File: src/rtl/div_ctrl_16b_pkg.sv
// Shared types and sizing for the SAYAC restoring-divider sequencer.
package div_ctrl_16b_pkg;

    localparam int DIV_WIDTH = 16;
    localparam int DIV_CNT_W = 4;

    typedef enum logic [2:0] {
        S_IDLE  = 3'd0,
        S_LOAD  = 3'd1,
        S_SHIFT = 3'd2,
        S_SUB   = 3'd3,
        S_DONE  = 3'd4
    } div_state_e;

endpackage

File: src/rtl/div_ctrl_16b_iter_cnt.sv
// Iteration counter for the divider: clear has priority over enable, tc marks the last iteration.
module div_iter_cnt #(
    parameter int WIDTH = 16,
    parameter int CNT_W = 4
) (
    input  logic clk_i,
    input  logic rst_ni,
    input  logic clr_i,
    input  logic en_i,
    output logic tc_o
);

    logic [CNT_W-1:0] cnt_q;
    logic [CNT_W-1:0] cnt_d;

    // next count
    always_comb begin
        cnt_d = cnt_q;
        if (clr_i) begin
            cnt_d = {CNT_W{1'b0}};
        end else if (en_i) begin
            cnt_d = cnt_q + CNT_W'(1);
        end else begin
            cnt_d = cnt_q;
        end
    end

    // count register
    always_ff @(posedge clk_i or negedge rst_ni) begin
        if (!rst_ni) begin
            cnt_q <= {CNT_W{1'b0}};
        end else begin
            cnt_q <= cnt_d;
        end
    end

    assign tc_o = (cnt_q == CNT_W'(WIDTH - 1));

endmodule

File: src/rtl/div_ctrl_16b.sv
// Sequencing FSM for the SAYAC multi-cycle restoring divider: one iteration is SHIFT then SUB.
module div_ctrl_16b
    import div_ctrl_16b_pkg::*;
#(
    parameter int WIDTH = DIV_WIDTH,
    parameter int CNT_W = DIV_CNT_W
) (
    input  logic clk_i,
    input  logic rst_ni,
    input  logic start_i,
    input  logic flush_i,
    input  logic div_zero_i,
    input  logic diff_neg_i,
    output logic ready_o,
    output logic busy_o,
    output logic done_o,
    output logic dz_err_o,
    output logic rem_init_o,
    output logic rem_ld_o,
    output logic rem_sh_o,
    output logic q_ld_o,
    output logic q_sh_o,
    output logic q_set0_o
);

    div_state_e state_q, state_d, fsm_nxt_s;
    logic       dz_q, dz_d;
    logic       tc_s, cnt_clr_s, cnt_en_s;
    logic       ready_s, busy_s, done_s, dz_err_s;
    logic       rem_init_s, rem_ld_s, rem_sh_s, q_ld_s, q_sh_s, q_set0_s;

    div_iter_cnt #(.WIDTH(WIDTH), .CNT_W(CNT_W)) u_iter_cnt (
        .clk_i  (clk_i),
        .rst_ni (rst_ni),
        .clr_i  (cnt_clr_s | flush_i),
        .en_i   (cnt_en_s & ~flush_i),
        .tc_o   (tc_s)
    );

    // state decode: next state and Moore strobes before flush override
    always_comb begin
        fsm_nxt_s  = state_q;
        dz_d       = dz_q;
        ready_s    = 1'b0;
        busy_s     = 1'b0;
        done_s     = 1'b0;
        dz_err_s   = 1'b0;
        rem_init_s = 1'b0;
        rem_ld_s   = 1'b0;
        rem_sh_s   = 1'b0;
        q_ld_s     = 1'b0;
        q_sh_s     = 1'b0;
        q_set0_s   = 1'b0;
        cnt_clr_s  = 1'b0;
        cnt_en_s   = 1'b0;
        case (state_q)
            S_IDLE: begin
                ready_s = 1'b1;
                if (start_i && !flush_i) begin
                    fsm_nxt_s = S_LOAD;
                    dz_d      = div_zero_i;
                end else begin
                    fsm_nxt_s = S_IDLE;
                end
            end
            S_LOAD: begin
                busy_s     = 1'b1;
                rem_init_s = 1'b1;
                q_ld_s     = 1'b1;
                cnt_clr_s  = 1'b1;
                fsm_nxt_s  = dz_q ? S_DONE : S_SHIFT;
            end
            S_SHIFT: begin
                // remainder takes the old quotient MSB as both shift together
                busy_s    = 1'b1;
                rem_sh_s  = 1'b1;
                q_sh_s    = 1'b1;
                fsm_nxt_s = S_SUB;
            end
            S_SUB: begin
                busy_s = 1'b1;
                if (!diff_neg_i) begin
                    rem_ld_s = 1'b1;
                    q_set0_s = 1'b1;
                end else begin
                    rem_ld_s = 1'b0;
                    q_set0_s = 1'b0;
                end
                if (tc_s) begin
                    fsm_nxt_s = S_DONE;
                end else begin
                    cnt_en_s  = 1'b1;
                    fsm_nxt_s = S_SHIFT;
                end
            end
            S_DONE: begin
                done_s    = 1'b1;
                dz_err_s  = dz_q;
                fsm_nxt_s = S_IDLE;
            end
            default: begin
                fsm_nxt_s = S_IDLE;
            end
        endcase
    end

    // flush aborts to IDLE, clears the remainder and masks all other datapath strobes
    assign state_d    = flush_i ? S_IDLE : fsm_nxt_s;
    assign rem_init_o = rem_init_s | flush_i;
    assign rem_ld_o   = rem_ld_s & ~flush_i;
    assign rem_sh_o   = rem_sh_s & ~flush_i;
    assign q_ld_o     = q_ld_s & ~flush_i;
    assign q_sh_o     = q_sh_s & ~flush_i;
    assign q_set0_o   = q_set0_s & ~flush_i;
    assign ready_o    = ready_s;
    assign busy_o     = busy_s;
    assign done_o     = done_s;
    assign dz_err_o   = dz_err_s;

    // state and divide-by-zero flag registers
    always_ff @(posedge clk_i or negedge rst_ni) begin
        if (!rst_ni) begin
            state_q <= S_IDLE;
            dz_q    <= 1'b0;
        end else begin
            state_q <= state_d;
            dz_q    <= dz_d;
        end
    end

endmodule

File: config.mk
export PLATFORM = sky130hd
export DESIGN_NAME = div_ctrl_16b
export DESIGN_NICKNAME = d
export VERILOG_FILES = /design/src/rtl/div_ctrl_16b_pkg.sv /design/src/rtl/div_ctrl_16b_iter_cnt.sv /design/src/rtl/div_ctrl_16b.sv
export SDC_FILE = /design/constraint.sdc
export NUM_CORES = 1
export LEC_CHECK = 0
export BUFFER_PORTS_ARGS = -buffer_cell sky130_fd_sc_hd__buf_2
export CORE_AREA = 2 2 39 41
export DETAILED_ROUTE_END_ITERATION = 16
export DIE_AREA = 0 0 41 43
export PLACE_DENSITY = 0.66
export SYNTH_ARGS = -nofsm -noshare
export SYNTH_HDL_FRONTEND = slang
export SYNTH_SLANG_ARGS = --single-unit
File: constraint.sdc
create_clock -name clk_i -period 3.1 [get_ports clk_i]
set_input_delay 0.31 -clock clk_i [delete_from_list [all_inputs] [get_ports clk_i]]
set_output_delay 0.31 -clock clk_i [all_outputs]
set_load 0.005 [all_outputs]
== Word level (Yosys, flattened, before mapping) ==
Cells that the tools add are included.
Cells by class
  bitwise logic cells: 6
  $add $sub $neg: 1
  equality and inequality tests: 5
  multiplexer cells: 17
  reduce and logical (&&, ||, !) cells: 6
Operator list (count)
  $pmux 3 s4: 1
  $mux 1: 11
  $mux 3: 3
  $mux 4: 2
  $eq 3x2->1 const B: 2
  $add 4x1->4 const B: 1
  $and 1x1->1: 4
  $eq 4x4->1 const B: 1
  $eq 3x1->1 const B: 1
  $eq 3x3->1 const B: 1
  $logic_not 3->1: 1
  $reduce_or 3->1: 1
  $reduce_and 2->1: 1
  $reduce_bool 2->1: 1
  $logic_and 1x1->1: 1
  $logic_not 1->1: 1
  $not 1->1: 1
  $or 1x1->1: 1
Word-level totals
  bits of input ports: 6
  word-level logic and storage cells: 38
  flip-flop bits (word level): 8

== Logic depth before layout (Yosys ltp) ==
Gate-level depths: netlist (run 1).
  depth after elaboration: 6
  gate-level depth with buffers: 5
  gate-level depth less buffers: 4

== By module ==
Synthesis (run 1) repeated with hierarchy kept, for this count alone.
Unflattened totals
  cells, all modules: 48
  area total of the unflattened synthesis: 459.2 µm²
By module, submodules not included
  div_ctrl_16b: times used 1, cells each 31, area an instance 260.2 µm², sequential area each 100.1 µm²
  div_iter_cnt: times used 1, cells each 17, area an instance 198.9 µm², sequential area each 100.1 µm²

== Least setup slack after synthesis (run 1) ==
Ideal clock, no wire load.
  kind: reg2out
  start point: reg state_q[2]
  end point: out rem_ld_o
  slack: 1.662 ns
  stages on the path, launching flop included: 4
  required time: 2.790 ns
  buffers on the path: 2
  arrival time: 1.128 ns
  cells stage by stage: dfrtp_1 > clkbuf_1 > nor4_1 > buf_4
On the way
  cells in the longest elaborated chain, start to end: 3
Ends and longest elaborated chain
  from (decl): RTL line div_ctrl_16b.sv:26  | div_state_e state_q, state_d, fsm_nxt_s;
  from (signal assigned): RTL line div_ctrl_16b.sv:126  | state_q <= state_d;
  $eq 3x2->1
  $mux 1
  $and 1x1->1
  to (decl): RTL line div_ctrl_16b.sv:19  | output logic rem_ld_o,
No other way between the ends.

== Worst setup path after layout (run 1) ==
  start point: reg state_q[1]
  end point: out rem_ld_o
On the way
  cells in the longest elaborated chain, start to end: 3
Ends and longest elaborated chain
  $eq 3x2->1: RTL line div_ctrl_16b.sv:56  | case (state_q)
  $mux 1: RTL line div_ctrl_16b.sv:56
  $and 1x1->1: RTL line div_ctrl_16b.sv:110  | assign rem_ld_o = rem_ld_s & ~flush_i;
No other way between the ends.

==> flow_metrics.py, run 1 <==
metrics = {
    "run_status": {
        "outcome": "finished, final reports clean",
    },
    "sta": {
        "slew_viol_final": 0,
        "grt_setup_unrepaired": "false",
        "clock_skew_ps": 1.84,
        "finalCriticalPeriod_ps": 1700,
        "fmax_ghz": 0.587,
        "maxSlewHeadroom_pct": 76.7,
        "setup_viol": 0,
        "worst_slew_pin_slew_ps": 350,
        "hold_viol": 0,
        "tns_ps": 0,
        "finalCritPeriodShare_pct": 55.0,
    },
    "finish": {
        "design_area_um2": 581,
        "synthToLayoutAreaGrowth_pct": 20.8,
        "antenna_cells": 0,
        "final_layout_size_suffix_gt1_share_pct": 33.3,
        "final_common_cell": "buf_2",
        "final_cell_mix": "15 x buf_2, 8 x dfrtp_1, 5 x nor2_1",
        "finalNetCount": 75,
    },
    "clock_network": {
        "holdBufCountCts": 1,
        "clockRootBuffer": "clkbuf_4",
        "post_cts.repair.setup_buffers": 0,
        "clkTransAtPathRegs_ps": 50,
        "clockBufferDepth": 2,
        "htree_num_levels": 1,
        "cts_buffers": 3,
        "cts_resized": 0,
        "tritoncts": "yes",
        "cts_sinks": 8,
        "insertion_delay_ps": 240,
    },
    "yosys": {
        "yosys_warnings": 0,
        "syn_avg_cell_area_um2": 9.24,
        "synth_edf_count": 0,
        "synthFlopType": "dfrtp_1",
        "yosys.area.top_type": "dfrtp_1",
        "synthesis.nets": 59,
        "yosysSeqAreaShare_pct": 41.7,
        "synth.area.top_cells": "dfrtp_1 42%, nand3b_1 4.7%, a21oi_1 4.2%",
        "syn_inst": 52,
        "synth_seq_cells": 8,
        "synth.top_cell.area_share_pct": 41.7,
        "async_reset_ff_share_pct": 100,
        "syn-cell-area_um2": 480,
        "yosysUniqueCellTypes": 26,
    },
    "grt": {
        "grt_usage_pct": 12.9,
        "antenna_found_initial": 0,
        "grt_max_degree": 14,
        "grt_pass1_vias": 366,
        "grt_pass1_wl_um": 1500,
        "overflow": 0,
    },
    "critical_path": {
        "end_kind": "primary output",
        "critPathRequiredTime_ps": 2790,
        "critPathMaxFanout": 11,
        "critPathArrivalTime_ps": 1390,
        "worstSetupPathType": "reg2out",
        "worstSetupStartpointType": "register",
    },
    "routing": {
        "drtPass1Iterations": 4,
        "drtIter0Drc": 10,
        "dr_total_vias": 439,
        "vias_per_cell": 5.35,
        "drt-total-wl_um": 929,
        "ant_nets": 0,
        "drc_errors": 0,
        "wl_per_cell_um": 11.3,
    },
    "floorplan": {
        "initial_core_util_pct": 34.7,
        "io_pins": 16,
        "die_area_um2": 1760,
        "die_w_um": 41,
        "die_y_um": 43,
        "core_area_um2": 1380,
        "rows": 14,
    },
    "power_and_ir_drop": {
        "ir_worst_vdd_v": 0.000164,
        "powerDensity_nw_per_um2": 416,
        "power.leakage_nw": 0.277,
    },
    "place": {
        "placed_cell_area_um2": 548,
        "portBuffers": 15,
        "gp_congestion": 0.715,
    },
    "run": {
        "cap_violations": 0,
    },
    "min_path": {
        "min_path_type": "in2reg",
    },
}
[area by class of cell]
type	count	area, µm²
clock buffers	3	22.5
flip-flops and latches	8	200
repair buffers	16	85.1
well taps	16	20.0
fillers	144	803
inverters	1	3.75
multi-input cells	38	249
[routing by layer]
layer  share of wire, %  global-route usage, %  up-vias
met5                  0                      0        -
met4               0.65                   8.00        0
met3                5.6                   4.71        2
met2                 48                   18.4       13
met1                 46                   15.8      205
li1                   -                      -      219
[power breakdown]
part	total, mW	switching, mW	internal [mW]
combinational	0.0423	0.0190	0.0233
clock	0.0758	0.0317	0.0441
sequential	0.124	0.0119	0.112
total	0.242	0.0626	0.179
[metrics by stage]
step / std cells / power [mW] / worst slack [ps] / util [%] / hold slack, ps
after floorplan: 52 / 0.150 / 1660 / - / 14.4
after global placement: 78 / 0.167 / 1670 / 39.6 / 156
after detailed placement: 78 / 0.167 / 1650 / 39.6 / 158
after CTS: 82 / 0.246 / 1380 / 42.0 / 292
after global routing: 82 / 0.258 / 1190 / 42.0 / 299
final: 82 / 0.242 / 1400 / 42.0 / 295
[synthesized netlist by cell type, types with 2 or more instances]
master    instances
dfrtp_1           8
nor2_1            5
buf_4             2
o41ai_1           2
o31ai_1           2
nand3_1           3
nand2_1           2
and2_1            2
a21oi_1           4
clkbuf_1          2
and3_1            2
nor3_1            2
nand3b_1          3
[critical path, cell delays in order (launching register included)]
cell	delay (ps)
dfrtp_1	510
nand2_1	210
nor4_1	260
buf_2	170
[state kept, by name (all words and copies together) (netlist names)]
| signal | flops |
|---|---|
| u_iter_cnt.cnt_q | 4 |
| state_q | 3 |
| dz_q | 1 |
[kinds of logic (layout without fill, tap and decap cells)]
family                   after synthesis  in the layout  synth area share, %
AO/OA/AOI/OAI                         10             10                 14.8
adder cells (fa/ha/maj)                1              1                 2.60
buffers and inverters                  6             20                 6.51
flip-flops                             8              8                 41.7
multiplexers                           2              2                 4.43
AND/OR/NAND/NOR                       25             25                 30.0
[worst paths after layout]
path	startpoint	to	slack, ps	depth (start not counted)
hold / removal	div_zero_i	dz_q	300	2
min in group asynchronous	rst_ni	state_q[1]	430	2
max in group asynchronous	rst_ni	u_iter_cnt.cnt_q[0]	2510	2
setup reg to reg	u_iter_cnt.cnt_q[0]	u_iter_cnt.cnt_q[3]	1700	4
hold reg to reg	dz_q	dz_q	580	1
setup / recovery	state_q[1]	rem_ld_o	1400	3
No activity file was read; power rests on OpenSTA's default activity.
==> run 2, diff against run 1 <==
PLACE_DENSITY = 0.69   (was 0.66)
clock period = 1.39 ns   (was 3.1 ns; I/O delays follow)
==> run 2 against run 1 <==
  * Power grew 140%
  * Global-route usage grew 1.3 points
  * Register-to-register slack lost 1700 ps
  * Final area grew 21%
  * First-iteration DRC count shrank 10%
  * Cell count grew 11%
  * Sequential cell count is the same
  * Wire length grew 20%
  * Sequential power grew 120%
  * Die area is the same
  * Critical endpoint is now u_iter_cnt.cnt_q[3]
  * Largest cell class unchanged
  * Highest routed layer unchanged
==> flow_metrics.py, run 2 (same netlist as run 1, synthesis figures left out) <==
metrics = {
    "routing": {
        "drt-total-wl_um": 1120,
        "wl_per_cell_um": 12.3,
        "ant_nets": 0,
        "drtPass1Iterations": 4,
        "drtIter0Drc": 9,
        "dr_total_vias": 467,
        "vias_per_cell": 5.13,
        "drc_errors": 0,
    },
    "floorplan": {
        "initial_core_util_pct": 34.7,
        "io_pins": 16,
        "rows": 14,
        "die_y_um": 43,
        "die_w_um": 41,
        "core_area_um2": 1380,
        "die_area_um2": 1760,
    },
    "power_and_ir_drop": {
        "power_mw": 0.579,
        "power.leakage_nw": 0.329,
        "ir_worst_vdd_v": 0.000330,
        "powerDensity_nw_per_um2": 824,
    },
    "clock_network": {
        "cts_buffers": 3,
        "clockRootBuffer": "clkbuf_4",
        "clkTransAtPathRegs_ps": 50,
        "htree_num_levels": 1,
        "insertion_delay_ps": 240,
        "tritoncts": "yes",
        "cts_sinks": 8,
        "clockBufferDepth": 2,
    },
    "run": {
        "cap_violations": 0,
    },
    "grt": {
        "grt_pass1_vias": 428,
        "overflow": 0,
        "grt_usage_pct": 14.3,
        "antenna_found_initial": 0,
        "grt_pass1_wl_um": 1660,
        "grt_max_degree": 9,
    },
    "critical_path": {
        "end_kind": "register",
        "critPathMaxFanout": 4,
        "critPathArrivalTime_ps": 1480,
        "worstSetupStartpointType": "register",
        "critPathRequiredTime_ps": 1510,
        "worstSetupPathType": "reg2reg",
    },
    "finish": {
        "final_cell_mix": "15 x buf_2, 8 x buf_4, 6 x dfrtp_1",
        "antenna_cells": 0,
        "final_layout_size_suffix_gt1_share_pct": 52.0,
        "n_fill_cell": 131,
        "multiInputGateArea_um2": 297,
        "finalNetCount": 84,
        "seqCellArea_um2": 203,
        "final_common_cell": "buf_2",
        "largest_register_ffs": 4,
        "largest_register": "u_iter_cnt.cnt_q",
        "synthToLayoutAreaGrowth_pct": 46.1,
        "biggestRegsByFlops": "u_iter_cnt.cnt_q (4), state_q (3), dz_q (1)",
        "finalNonFillerCells": 91,
    },
    "sta": {
        "maxSlewHeadroom_pct": 83.2,
        "fmax_ghz": 0.734,
        "setup_viol": 0,
        "grt_setup_unrepaired": "true",
        "worst_slew_pin_slew_ps": 250,
        "finalCriticalPeriod_ps": 1360,
        "clock_skew_ps": 2.02,
        "hold_viol": 0,
        "finalCritPeriodShare_pct": 98.1,
        "slew_viol_final": 0,
    },
    "run_status": {
        "outcome": "finished, final reports clean",
    },
    "place": {
        "gp_congestion": 0.735,
        "place_hpwl_um": 813,
        "dp.cells": 84,
        "portBuffers": 15,
    },
    "min_path": {
        "min_path_type": "in2reg",
    },
}
-- run 2: per-layer routing --
| metal | up-vias | global-route usage, % | wire [µm] |
|---|---|---|---|
| li1 | 237 | - | - |
| met1 | 212 | 14.5 | 452 |
| met2 | 16 | 23.8 | 587 |
| met3 | 2 | 3.14 | 69 |
| met4 | 0 | 10.0 | 9 |
| met5 | - | 0 | 0 |
-- run 2: what timing repair did --
| item | 4_1_cts | 5_1_grt |
|---|---|---|
| setup buffers | 2 | 1 |
| cloned | 0 | 0 |
| resized for setup | 4 | 8 |
| pin swaps | 0 | 2 |
| hold buffers | 1 | 0 |
| endpoints found under the hold margin | 8 | 0 |
| setup endpoints to repair | 6 | 7 |
-- run 2: worst paths after layout --
path | to | slack, ps | cells after the start | from
max | u_iter_cnt.cnt_q[3] | 30 | 4 | u_iter_cnt.cnt_q[1]
min in group asynchronous | state_q[0] | 270 | 2 | rst_ni
max in group asynchronous | state_q[2] | 950 | 2 | rst_ni
min | state_q[0] | 130 | 2 | start_i
min reg2reg | u_iter_cnt.cnt_q[2] | 580 | 2 | u_iter_cnt.cnt_q[2]
max reg2reg | u_iter_cnt.cnt_q[3] | 30 | 4 | u_iter_cnt.cnt_q[1]
-- run 2: critical path: stages, from the launching register on --
cell     delay (ps)
dfrtp_1         400
ha_1            220
and3_1          200
o41ai_2         320
a21oi_1         100
-- run 2: stage by stage --
step | cell area [µm²] | hold slack [ps] | setup slack, ps | setup TNS, ps | util [%]
after floorplan | 480 | -157 | 63.7 | 0 | -
after global placement | 593 | -17.9 | 83.9 | 0 | 42.9
after detailed placement | 593 | -15.3 | 23.1 | 0 | 42.9
after CTS | 656 | 127 | -10.7 | -21.0 | 47.4
after global routing | 702 | 131 | -34.9 | -99.0 | 50.7
final | 702 | 134 | 26.7 | 0 | 50.7
-- run 2: area by class of cell --
class / count / area share [%]
clock buffer: 3 / 3.21
timing repair buffer: 25 / 22.3
multi-input combinational: 38 / 42.2
sequential: 8 / 28.9
inverter: 1 / 0.535
tap: 16 / 2.85
-- run 2: report_power, final --
group / internal [mW] / switching, mW / leakage (nW)
Combinational: 0.0778 / 0.0675 / 0.210
Sequential: 0.251 / 0.0209 / 0.105
Clock: 0.0978 / 0.0642 / 0.0138
